`config.mk`:
```
export PLATFORM = sky130hd
export DESIGN_NAME = data_cache
export DESIGN_NICKNAME = d
export VERILOG_FILES = /design/src/rtl/data_cache.sv
export SDC_FILE = /design/constraint.sdc
export NUM_CORES = 1
export LEC_CHECK = 0
export CORE_MARGIN = 2
export CORE_UTILIZATION = 47
export CTS_CLUSTER_DIAMETER = 120
export DETAILED_ROUTE_END_ITERATION = 6
export PLACE_DENSITY = 0.69
export REMOVE_ABC_BUFFERS = 1
export SLEW_MARGIN = 0
export SYNTH_ARGS = -nofsm -noshare
export SYNTH_HDL_FRONTEND = slang
export SYNTH_SLANG_ARGS = --single-unit
```
`constraint.sdc`:
```
create_clock -name CLK -period 2.2 [get_ports CLK]
set_input_delay 0.33 -clock CLK [delete_from_list [all_inputs] [get_ports CLK]]
set_output_delay 0.33 -clock CLK [all_outputs]
set_load 0.05 [all_outputs]
```
`src/rtl/data_cache.sv`:
```
// rtl/data_cache.sv - direct-mapped write-back write-allocate data cache
module data_cache #(
  parameter int LINES = 8
) (
  input  logic        CLK,
  input  logic        RESET,
  input  logic        READ,
  input  logic        WRITE,
  input  logic [7:0]  ADDRESS,
  input  logic [7:0]  WRITEDATA,
  output logic [7:0]  READDATA,
  output logic        BUSYWAIT,
  output logic        mem_read,
  output logic        mem_write,
  output logic [5:0]  mem_address,
  output logic [31:0] mem_writedata,
  input  logic [31:0] mem_readdata,
  input  logic        mem_busywait
);

  localparam int INDEX_BITS = $clog2(LINES);
  localparam int TAG_BITS   = 6 - INDEX_BITS;

  typedef enum logic [1:0] {
    S_IDLE       = 2'd0,
    S_WRITE_BACK = 2'd1,
    S_MEM_READ   = 2'd2,
    S_UPDATE     = 2'd3
  } state_t;

  state_t r_state;
  state_t w_next_state;

  // Line state: valid/dirty are reset, tag/data are left as they are.
  logic [LINES-1:0]    r_valid;
  logic [LINES-1:0]    r_dirty;
  logic [TAG_BITS-1:0] r_tag  [LINES];
  logic [31:0]         r_data [LINES];

  // Set once data_memory has raised busywait for the current transfer.
  logic r_busy_seen;

  logic [TAG_BITS-1:0]   w_tag;
  logic [INDEX_BITS-1:0] w_index;
  logic [1:0]            w_offset;
  logic                  w_req;
  logic                  w_hit;
  logic [31:0]           w_line;
  logic [7:0]            w_byte;
  logic                  w_mem_done;
  logic                  w_write_hit;

  assign w_tag    = ADDRESS[7:2+INDEX_BITS];
  assign w_index  = ADDRESS[1+INDEX_BITS:2];
  assign w_offset = ADDRESS[1:0];
  assign w_req    = READ | WRITE;

  assign w_hit  = r_valid[w_index] && (r_tag[w_index] == w_tag);
  assign w_line = r_data[w_index];
  assign w_byte = w_line[{w_offset, 3'b000} +: 8];

  // A transfer finishes on the first edge that sees busywait low after it was high.
  assign w_mem_done = r_busy_seen && !mem_busywait;

  // READ and WRITE together behave as a store.
  assign w_write_hit = (r_state == S_IDLE) && WRITE && w_hit;

  assign BUSYWAIT = w_req && !((r_state == S_IDLE) && w_hit);
  assign READDATA = READ ? w_byte : 8'h00;

  // State register
  always_ff @(posedge CLK or negedge RESET) begin
    if (!RESET) begin
      r_state <= S_IDLE;
    end else begin
      r_state <= w_next_state;
    end
  end

  // Next-state logic
  always_comb begin
    w_next_state = r_state;
    case (r_state)
      S_IDLE: begin
        if (w_req && !w_hit) begin
          if (r_valid[w_index] && r_dirty[w_index]) begin
            w_next_state = S_WRITE_BACK;
          end else begin
            w_next_state = S_MEM_READ;
          end
        end
      end
      S_WRITE_BACK: begin
        if (w_mem_done) begin
          w_next_state = S_MEM_READ;
        end
      end
      S_MEM_READ: begin
        if (w_mem_done) begin
          w_next_state = S_UPDATE;
        end
      end
      S_UPDATE: begin
        w_next_state = S_IDLE;
      end
      default: begin
        w_next_state = S_IDLE;
      end
    endcase
  end

  // Memory-side outputs decoded from the current state
  always_comb begin
    mem_read      = 1'b0;
    mem_write     = 1'b0;
    mem_address   = 6'h00;
    mem_writedata = 32'h0000_0000;
    case (r_state)
      S_WRITE_BACK: begin
        mem_write     = 1'b1;
        mem_address   = {r_tag[w_index], w_index};
        mem_writedata = w_line;
      end
      S_MEM_READ: begin
        mem_read    = 1'b1;
        mem_address = ADDRESS[7:2];
      end
      default: begin
        mem_read  = 1'b0;
        mem_write = 1'b0;
      end
    endcase
  end

  // Track busywait within each memory transfer; cleared between transfers
  always_ff @(posedge CLK or negedge RESET) begin
    if (!RESET) begin
      r_busy_seen <= 1'b0;
    end else if ((r_state == S_WRITE_BACK) || (r_state == S_MEM_READ)) begin
      r_busy_seen <= w_mem_done ? 1'b0 : (r_busy_seen | mem_busywait);
    end else begin
      r_busy_seen <= 1'b0;
    end
  end

  // Valid/dirty bookkeeping: fill marks clean, store hit marks dirty
  always_ff @(posedge CLK or negedge RESET) begin
    if (!RESET) begin
      r_valid <= '0;
      r_dirty <= '0;
    end else if (r_state == S_UPDATE) begin
      r_valid[w_index] <= 1'b1;
      r_dirty[w_index] <= 1'b0;
    end else if (w_write_hit) begin
      r_dirty[w_index] <= 1'b1;
    end
  end

  // Tag/data array: block fill on UPDATE, single-byte merge on store hit
  always_ff @(posedge CLK) begin
    if (r_state == S_UPDATE) begin
      r_tag[w_index]  <= w_tag;
      r_data[w_index] <= mem_readdata;
    end else if (w_write_hit) begin
      r_data[w_index][{w_offset, 3'b000} +: 8] <= WRITEDATA;
    end
  end

endmodule

```
==> results of run 1 <==
path summary, 6_finish.rpt:
path / to / from / slack [ns] / depth (start not counted)
worst max-delay path: READDATA[6] / r_data[1][30] / -0.61 / 7
worst min-delay path: async pin / RESET / 0.13 / 2
worst max register to register: r_data[6][6] / r_tag[6][1] / -0.45 / 13
worst min register to register: r_valid[0] / r_valid[0] / 0.47 / 1
max in group asynchronous: r_valid[0] / RESET / 1.84 / 2
min in group CLK: r_busy_seen / mem_busywait / 0.41 / 2
routing by layer:
metal	vias up	share of wire [%]
met5	-	0
met4	0	5.1
met3	167	11
met2	714	48
met1	5039	37
li1	4197	-
cells by family (layout without fill, tap and decap cells):
logic type	count (synthesis)	count (layout)
fa+ha+maj	10	10
simple gates	229	229
buf+inv	93	497
mux	119	119
compound gates	144	144
flops	299	299
cell usage after synthesis (4+ instances only):
cell       count
nand2_2        4
o22ai_1       10
o21ai_0       20
and3_1         7
mux2i_1       75
a211oi_2       4
and2_1        25
buf_6          4
o2bb2ai_1      4
o32ai_1        7
o22a_1         7
nand2b_1       7
mux4_2        25
a22o_1         6
a22oi_1       13
nand2_1       78
clkbuf_1      18
mux2_2        19
buf_2         13
o221ai_1       4
edfxtp_1     280
or2_2          6
inv_1         48
a221o_1        8
nor2_1        69
nor2b_1        9
nand3_1       10
ha_1          10
a221oi_1      24
a21oi_1       19
dfrtp_1       19
report_power, final:
group          internal (mW)  switching (mW)
Combinational           2.73            3.22
Sequential              6.65           0.156
Clock                   3.17            2.27
cells in the final DEF (no fill, tap or decap), drive strengths merged, types with 9 or more instances in the layout:
cell type,count
o22ai,10
buf,338
dfrtp,19
edfxtp,280
nand3,10
a22oi,13
nor2b,9
o21ai,21
nand2,82
and2,25
ha,10
mux4,25
mux2,19
a21oi,19
clkdlybuf4s50,49
a221oi,24
nor2,69
mux2i,75
clkinv,15
clkbuf,32
inv,50
worst max-delay path, cell delays in order (launching register included):
cell and delay, ns:
edfxtp_1 0.40, mux2_2 0.28, a221o_1 0.33, a221oi_2 0.28
buf_4 0.16, mux2_4 0.17, o22ai_2 0.09, buf_6 0.20
state kept, by name, indices dropped and copies added (netlist names), named ones only:
register / count
r_state: 2
r_tag: 24
r_data: 256
r_valid: 8
r_busy_seen: 1
final cells by class:
| type | count | area [um2] |
|---|---|---|
| Timing Repair Buffer | 388 | 4260 |
| Inverter | 51 | 206 |
| Tap cell | 378 | 473 |
| Multi-Input combinational cell | 502 | 5120 |
| Fill cell | 1624 | 7630 |
| Clock buffer | 32 | 779 |
| Sequential cell | 299 | 8880 |
| Clock inverter | 26 | 274 |
through the flow:
step	hold WS [ns]	util (%)	power (mW)	TNS, ns
2_1_floorplan	0.0344	-	9.02	-211.58
3_3_place_gp	0.456	60.1	11.4	-283.73
3_5_place_dp	0.454	60.1	11.5	-314.36
4_1_cts	0.138	71.5	17.9	-155.53
5_1_grt	0.164	72.4	18.7	-230.91
6_report	0.133	72.4	18.2	-171.15
repair_timing:
action                                 4_1_cts  5_1_grt
endpoints found under the hold margin        0        0
buffers inserted                            69        9
setup endpoints to repair                  564      568
gates resized for setup                    362       42
pin swaps                                   54       12
hold buffers                                 0        0
gates cloned                                 2        0
==> impl_metrics.yaml, run 1 <==
routing:
  vias_per_cell: 6.04
  num_vias: 10100
  first_pass_iters: 6
  wirelength_mm: 44.6
  ant_nets: 0
  routedWlPerCell_um: 26.6
  drt_iter0_drc: 1175
  drc: 0
placed_design:
  placed_cells: 1555
  gp_congestion: 0.985
  portBuffers: 101
  place_worst_setup_slack_ns: -0.772
  hpwl_mm: 27.7
  dpl_cell_area_mm2: 0.0166
timing:
  fmax_ghz: 0.356
  drv_slew: 0
  slew_headroom_pct: 59.9
  hold_viol_final: 0
  rsz0062_at_grt: "yes"
  min_period_over_period_pct: 128
  finalCriticalPeriod_ns: 2.81
  worstMarginPinSlew_ns: 0.601
  timing.final.ws_setup_ns: -0.607
  clock_skew_ns: 0.0194
  setup_viol: 566
floorplanning:
  ioPinCount: 102
  die_h_um: 171
  initial_utilization_pct: 47.6
  die_x_um: 171
  row_count: 61
  die_area_mm2: 0.0293
  core_mm2: 0.0276
synth:
  seq_area_frac_synth_pct: 67.6
  synth_cells: 894
  synthXorXnorAreaFrac_pct: 0
  synth_top_family_by_area: "multiplexers"
  synth_seq_cells: 299
  yosys_warnings: 0
  synth_flop_cell: "edfxtp_1"
  synthMuxAreaShare_pct: 11.6
  synth-adder-area-share_pct: 0.952
  synthDistinctLibCells: 58
  synthTopCellsByArea: "edfxtp_1 (64%), mux2i_1 (5.7%), mux4_2 (4.3%), dfrtp_1 (3.6%), nand2_1 (2.2%)"
  synth_top_area_cell: "edfxtp_1"
  netlist.area_leader.share_pct: 64.0
  synth-simple-area-share_pct: 8.36
  synth-compound-area-share_pct: 8.28
  synth_edf_count: 280
  async_flop_share_pct: 6.35
  synth_area_mm2: 0.0131
  syn_avg_cell_area_um2: 14.7
critical_path:
  path_max_fanout: 2
  arrival_ns: 2.48
  setup.worst_path.class: "flip-flop to output pin"
  start_kind: "flip-flop"
  cp.required_ns: 1.87
  end_kind: "output pin"
layout:
  antenna_cells: 0
  fin_cells: 1676
  area_growth_pct: 52.1
  final_area_mm2: 0.0200
  final_net_count: 1336
  drive_gt1_share_pct: 48.5
clock_network:
  cts_root_buf: "clkbuf_16"
  cts_sinks: 299
  clkLatencyLatePin_ns: 0.57
  path_clk_slew_ns: 0.07
  cts_tree: "built"
  cts_max_path_buffers: 3
  htreeDepth: 1
  numCtsBuffers: 31
global_routing:
  antenna_found_initial: 0
  overflow: 0
  grt_pass1_wl_mm: 64.3
  use_met3_pct: 6.30
  busiest_layer: "met2"
  grt_use_met2_pct: 49.3
  grt_usage_pct: 30.3
  grt_pass1_vias: 10200
  grt_max_degree: 22
  use_met1_pct: 39.9
flow_run:
  drv_cap: 0
pwr:
  power_leakage_nw: 7.37
  power_density_mw_per_mm2: 910
  worst_ir_drop_vdd_mv: 0.809
status:
  status: "finished, violations left"
  violations: "negative setup slack"
min_path:
  hold_class: "input port to async pin"
No activity file was read; power rests on OpenSTA's default activity.
==> run 2: changes to the inputs <==
--- a/config.mk
+++ b/config.mk
@@ -9,7 +9,7 @@
 export CORE_UTILIZATION = 47
 export CTS_CLUSTER_DIAMETER = 120
 export DETAILED_ROUTE_END_ITERATION = 6
-export PLACE_DENSITY = 0.69
+export PLACE_DENSITY = 0.66
 export REMOVE_ABC_BUFFERS = 1
 export SLEW_MARGIN = 0
 export SYNTH_ARGS = -nofsm -noshare
==> constraint.sdc (replaced) <==
create_clock -name CLK -period 3.04 [get_ports CLK]
set_input_delay 0.456 -clock CLK [delete_from_list [all_inputs] [get_ports CLK]]
set_output_delay 0.456 -clock CLK [all_outputs]
set_load 0.05 [all_outputs]
==> impl_metrics.yaml, run 2 (synthesis gave the netlist of run 1 again) <==
clock_network:
  cts_max_path_buffers: 3
  numCtsBuffers: 31
  cts_sinks: 299
  postCtsHoldBufs: 0
  cts_root_buf: "clkbuf_16"
  cts_tree: "built"
  clkLatencyLatePin_ns: 0.58
  htreeDepth: 1
  path_clk_slew_ns: 0.06
pwr:
  clockPowerShare_pct: 32.3
  switching_power_mw: 3.55
  switching_share_pct: 29.7
  seqPwrFrac_pct: 41.1
  worst_ir_drop_vdd_mv: 0.641
  power_leakage_nw: 6.51
  combPwrFrac_pct: 26.6
  power_density_mw_per_mm2: 696
  p_int_mw: 8.39
layout:
  post-route-util_pct: 62.1
  largest_register: "r_data"
  fin_cells: 1545
  multi_input_area_mm2: 0.00393
  final_common_cell: "edfxtp_1"
  layout_common_cells: "edfxtp_1 (280), buf_4 (155), nand2_1 (78)"
  largest_reg_flops: 256
  reg.largest.list: "r_data: 256 flops, r_tag: 24 flops, r_valid: 8 flops"
  drive_gt1_share_pct: 28.4
  antenna_cells: 0
  final_area_mm2: 0.0172
  fillers: 2153
  area_growth_pct: 30.6
  seqCellArea_mm2: 0.00888
  final_net_count: 1205
critical_path:
  arrival_ns: 2.55
  end_kind: "output pin"
  crit_chain: "clkbuf_4, buf_4, and2_1, a22oi_1, nor2_1, a2111oi_4, buf_4, o21ai_0, and4b_1, buf_12"
  path_max_fanout: 12
  path_buf_inv: 4
  critPathMaxStageDelay_ns: 0.36
  worst_path_max_delay_cell: "and4b_1"
  cp.required_ns: 2.58
  start_kind: "input port"
  ff2ff_setup_slack_ns: 0.45
  cp_common_cell: "buf_4"
  cp_top_family: "simple AND/OR/NAND/NOR gates"
  setup.worst_path.class: "input port to output pin"
routing:
  ant_nets: 0
  routedWlPerCell_um: 24.9
  vias_per_cell: 5.81
  num_vias: 8976
  first_pass_iters: 5
  drc: 0
  drt_iter0_drc: 1082
  wirelength_mm: 38.5
placed_design:
  dpl_cell_area_mm2: 0.0160
  portBuffers: 101
  place_worst_setup_slack_ns: -0.190
  placed_cells: 1484
  hpwl_mm: 27.1
  gp_congestion: 0.932
floorplanning:
  initial_utilization_pct: 47.6
  die_h_um: 171
  core_mm2: 0.0276
  ioPinCount: 102
  row_count: 61
  die_x_um: 171
  die_area_mm2: 0.0293
timing:
  setup_viol: 0
  drv_slew: 0
  hold_viol_final: 0
  fmax_ghz: 0.332
  timing.final.ws_setup_ns: 0.0301
  rsz0062_at_grt: "yes"
  tns_ns: 0
  finalCriticalPeriod_ns: 3.01
  min_period_over_period_pct: 99.0
  clock_skew_ns: 0.0160
  slew_headroom_pct: 38.9
  worstMarginPinSlew_ns: 0.914
flow_run:
  drv_cap: 0
global_routing:
  grt_usage_pct: 26.5
  grt_max_degree: 20
  overflow: 0
  antenna_found_initial: 1
  grt_pass1_wl_mm: 55.8
  grt_pass1_vias: 8766
status:
  status: "complete, no violations"
min_path:
  hold_class: "input port to flip-flop"
## run 2: cell types whose count changed in the layout (fill, tap and decap cells not counted), moves of 34 or more
cell,change
buf_4,-34
buf_6,-72
mux2i_1,+37
mux2i_4,-34
nor2_1,+48
nor2_2,-37
## run 2: path summary, 6_finish.rpt
check	startpoint	end	cells past startpoint
max in group asynchronous	RESET	async pin	1
min	ADDRESS[4]	r_valid[6]	3
max	ADDRESS[3]	READDATA[7]	10
min reg2reg	r_valid[1]	r_valid[1]	1
min in group asynchronous	RESET	async pin	1
max reg2reg	r_tag[5][1]	r_data[5][4]	8
## run 2: per-stage QoR
step,power [mW],hold slack (ns)
2_1_floorplan,6.53,0.160
3_3_place_gp,8.09,0.451
3_5_place_dp,8.12,0.453
4_1_cts,11.9,0.368
5_1_grt,12.3,0.349
6_report,11.9,0.326
## run 2: area by class of cell
cell class / instances / share of cell area, %
flip-flops and latches: 299 / 51.8
multi-input cells: 502 / 22.9
repair buffers: 257 / 15.4
clock buffers: 38 / 4.85
well taps: 378 / 2.76
clock inverters: 20 / 1.22
inverters: 51 / 1.12
## run 2: worst min-delay path, delay by kind of cell
| family | cells | cell delay, ns |
|---|---|---|
| buffers and inverters | 1 | 0.16 |
| AND/OR/NAND/NOR | 2 | 0.24 |
## run 2: repair_timing
item | in CTS | in global routing
setup buffers | 0 | 3
pin swaps | 0 | 2
cloned | 0 | 0
endpoints found under the setup margin | 6 | 12
resized for setup | 10 | 17
## run 2: metal layers
layer	track usage, %	vias to the layer above	routed length [um]
met1	37.0	4434	15300
li1	-	3917	-
met3	5.04	96	4080
met4	9.51	0	1370
met5	0	-	0
met2	41.9	529	17700
## run 2: power by group through the flow
stage                     clock (mW)  combinational, mW  sequential, mW
after floorplan                    0               1.57            4.96
after global placement             0               3.11            4.98
after detailed placement           0               3.13            4.99
after CTS                       3.87               3.15            4.91
after global routing            4.03               3.33            4.93
final                           3.86               3.17            4.91
==> run 3: changes to the inputs <==
--- a/config.mk
+++ b/config.mk
@@ -10,8 +10,9 @@
 export CTS_CLUSTER_DIAMETER = 120
 export DETAILED_ROUTE_END_ITERATION = 6
 export PLACE_DENSITY = 0.66
+export RECOVER_POWER = 50
 export REMOVE_ABC_BUFFERS = 1
-export SLEW_MARGIN = 0
+export SLEW_MARGIN = 20
 export SYNTH_ARGS = -nofsm -noshare
 export SYNTH_HDL_FRONTEND = slang
 export SYNTH_SLANG_ARGS = --single-unit
==> impl_metrics.yaml, run 3 (synthesis gave the netlist of run 1 again) <==
status:
  status: "complete, no violations"
critical_path:
  cp_top_family: "simple AND/OR/NAND/NOR gates"
  setup.worst_path.class: "input port to output pin"
  path_max_fanout: 12
  start_kind: "input port"
  worst_path_max_delay_cell: "and4b_1"
  cp_common_cell: "buf_4"
  cp.required_ns: 2.58
  crit_chain: "clkbuf_4, buf_4, and2_1, a22oi_1, nor2_1, a2111oi_4, buf_4, o21ai_0, and4b_1, buf_12"
  reg2reg_from: "r_tag[5][1]"
  rr_endpoint: "r_data[6][2]"
  arrival_ns: 2.55
  ff2ff_setup_slack_ns: 0.20
  reg2reg_depth: 9
  path_buf_inv: 4
  critPathMaxStageDelay_ns: 0.36
  end_kind: "output pin"
min_path:
  hold_class: "input port to flip-flop"
  whs_path_depth: 3
  min_from: "ADDRESS[4]"
  hold_end: "r_valid[6]"
timing:
  hold_viol_final: 0
  holdWs_ns: 0.324
  slew_headroom_pct: 38.0
  min_period_over_period_pct: 98.9
  rsz0062_at_grt: "yes"
  finalCriticalPeriod_ns: 3.01
  fmax_ghz: 0.333
  tns_ns: 0
  setup_viol: 0
  drv_slew: 0
  clock_skew_ns: 0.0207
  worstMarginPinSlew_ns: 0.927
layout:
  layout_common_cells: "edfxtp_1 (280), buf_4 (116), nand2_1 (78)"
  largest_register: "r_data"
  antenna_cells: 0
  drive_gt1_share_pct: 25.9
  reg.largest.list: "r_data: 256 flops, r_tag: 24 flops, r_valid: 8 flops"
  fin_cells: 1545
  final_common_cell: "edfxtp_1"
  final_net_count: 1205
  area_growth_pct: 29.4
  post-route-util_pct: 61.6
  largest_reg_flops: 256
clock_network:
  cts_root_buf: "clkbuf_16"
  numCtsBuffers: 31
  postCtsHoldBufs: 0
  path_clk_slew_ns: 0.06
  cts_sinks: 299
  cts_tree: "built"
  clkLatencyLatePin_ns: 0.58
  htreeDepth: 1
  cts_max_path_buffers: 3
placed_design:
  gp_congestion: 0.932
  hpwl_mm: 27.1
  portBuffers: 101
  placed_cells: 1484
floorplanning:
  ioPinCount: 102
  die_area_mm2: 0.0293
  initial_utilization_pct: 47.6
  die_h_um: 171
  core_mm2: 0.0276
  die_x_um: 171
  row_count: 61
global_routing:
  antenna_found_initial: 1
  grt_pass1_wl_mm: 55.8
  grt_max_degree: 20
  overflow: 0
  grt_usage_pct: 26.5
  grt_pass1_vias: 8766
routing:
  wirelength_mm: 38.3
  routedWlPerCell_um: 24.8
  drc: 0
  first_pass_iters: 6
  drt_iter0_drc: 966
  ant_nets: 0
  num_vias: 8928
  vias_per_cell: 5.78
pwr:
  worst_ir_drop_vdd_mv: 0.646
  power_density_mw_per_mm2: 699
  power_leakage_nw: 6.38
  power.total_mw: 11.9
flow_run:
  drv_cap: 0
run 3: changes by cell type in the layout (fill, tap and decap cells not counted):
cell	before	now
buf_4	155	116
clkbuf_1	4	32
clkbuf_2	0	12
clkdlybuf4s50_1	51	47
dlygate4sd3_1	0	4
buf_6	3	2
nand4_1	1	2
nand4_4	1	0
run 3: per-stage QoR:
stage / setup WS (ns) / cell area [um2]
5_1_grt: -0.0164 / 17000
6_report: 0.0337 / 17000
3_5_place_dp: -0.190 / 16000
2_1_floorplan: -0.497 / 12900
4_1_cts: 0.000598 / 17100
3_3_place_gp: -0.277 / 16000
run 3: area by class of cell:
class                           count  area, um2
Clock inverter                     20        209
Tap cell                          378        473
Clock buffer                       38        832
Fill cell                        2205      10600
Timing Repair Buffer              257       2510
Sequential cell                   299       8880
Multi-Input combinational cell    502       3910
Inverter                           51        191
run 3: worst min-delay path, cell delays in order:
cell	delay (ns)
buf_6	0.16
nand3_1	0.16
nand2b_1	0.07
run 3: repair_timing:
action	4_1_cts	5_1_grt
resized for setup	10	17
pin swaps	0	2
endpoints found under the setup margin	6	12
buffers inserted	0	3
run 3: worst max path at each step:
stage | from | to | slack (ns) | depth (start not counted)
after global placement | ADDRESS[3] | READDATA[1] | -0.28 | 9
after detailed placement | ADDRESS[2] | r_data[5][4] | -0.19 | 8
final | ADDRESS[3] | READDATA[7] | 0.03 | 10
after global routing | ADDRESS[4] | READDATA[0] | -0.02 | 11
after CTS | ADDRESS[3] | READDATA[1] | 0.0006 | 9
after floorplan | r_state[1] | mem_address[4] | -0.50 | 5
run 3: report_power, final:
group / total (mW) / leakage, nW / switching (mW) / internal [mW]
logic: 3.12 / 3.12 / 1.86 / 1.26
clock network: 3.86 / 0.513 / 1.58 / 2.28
registers: 4.91 / 2.75 / 0.0979 / 4.82
total: 11.9 / 6.38 / 3.54 / 8.36
run 3: routing by layer:
| layer | track usage (%) | share of wire [%] | vias up |
|---|---|---|---|
| met1 | 37.0 | 40 | 4411 |
| li1 | - | - | 3929 |
| met2 | 41.9 | 46 | 503 |
| met5 | 0 | 0 | - |
| met4 | 9.51 | 3.4 | 0 |
| met3 | 5.04 | 10 | 85 |
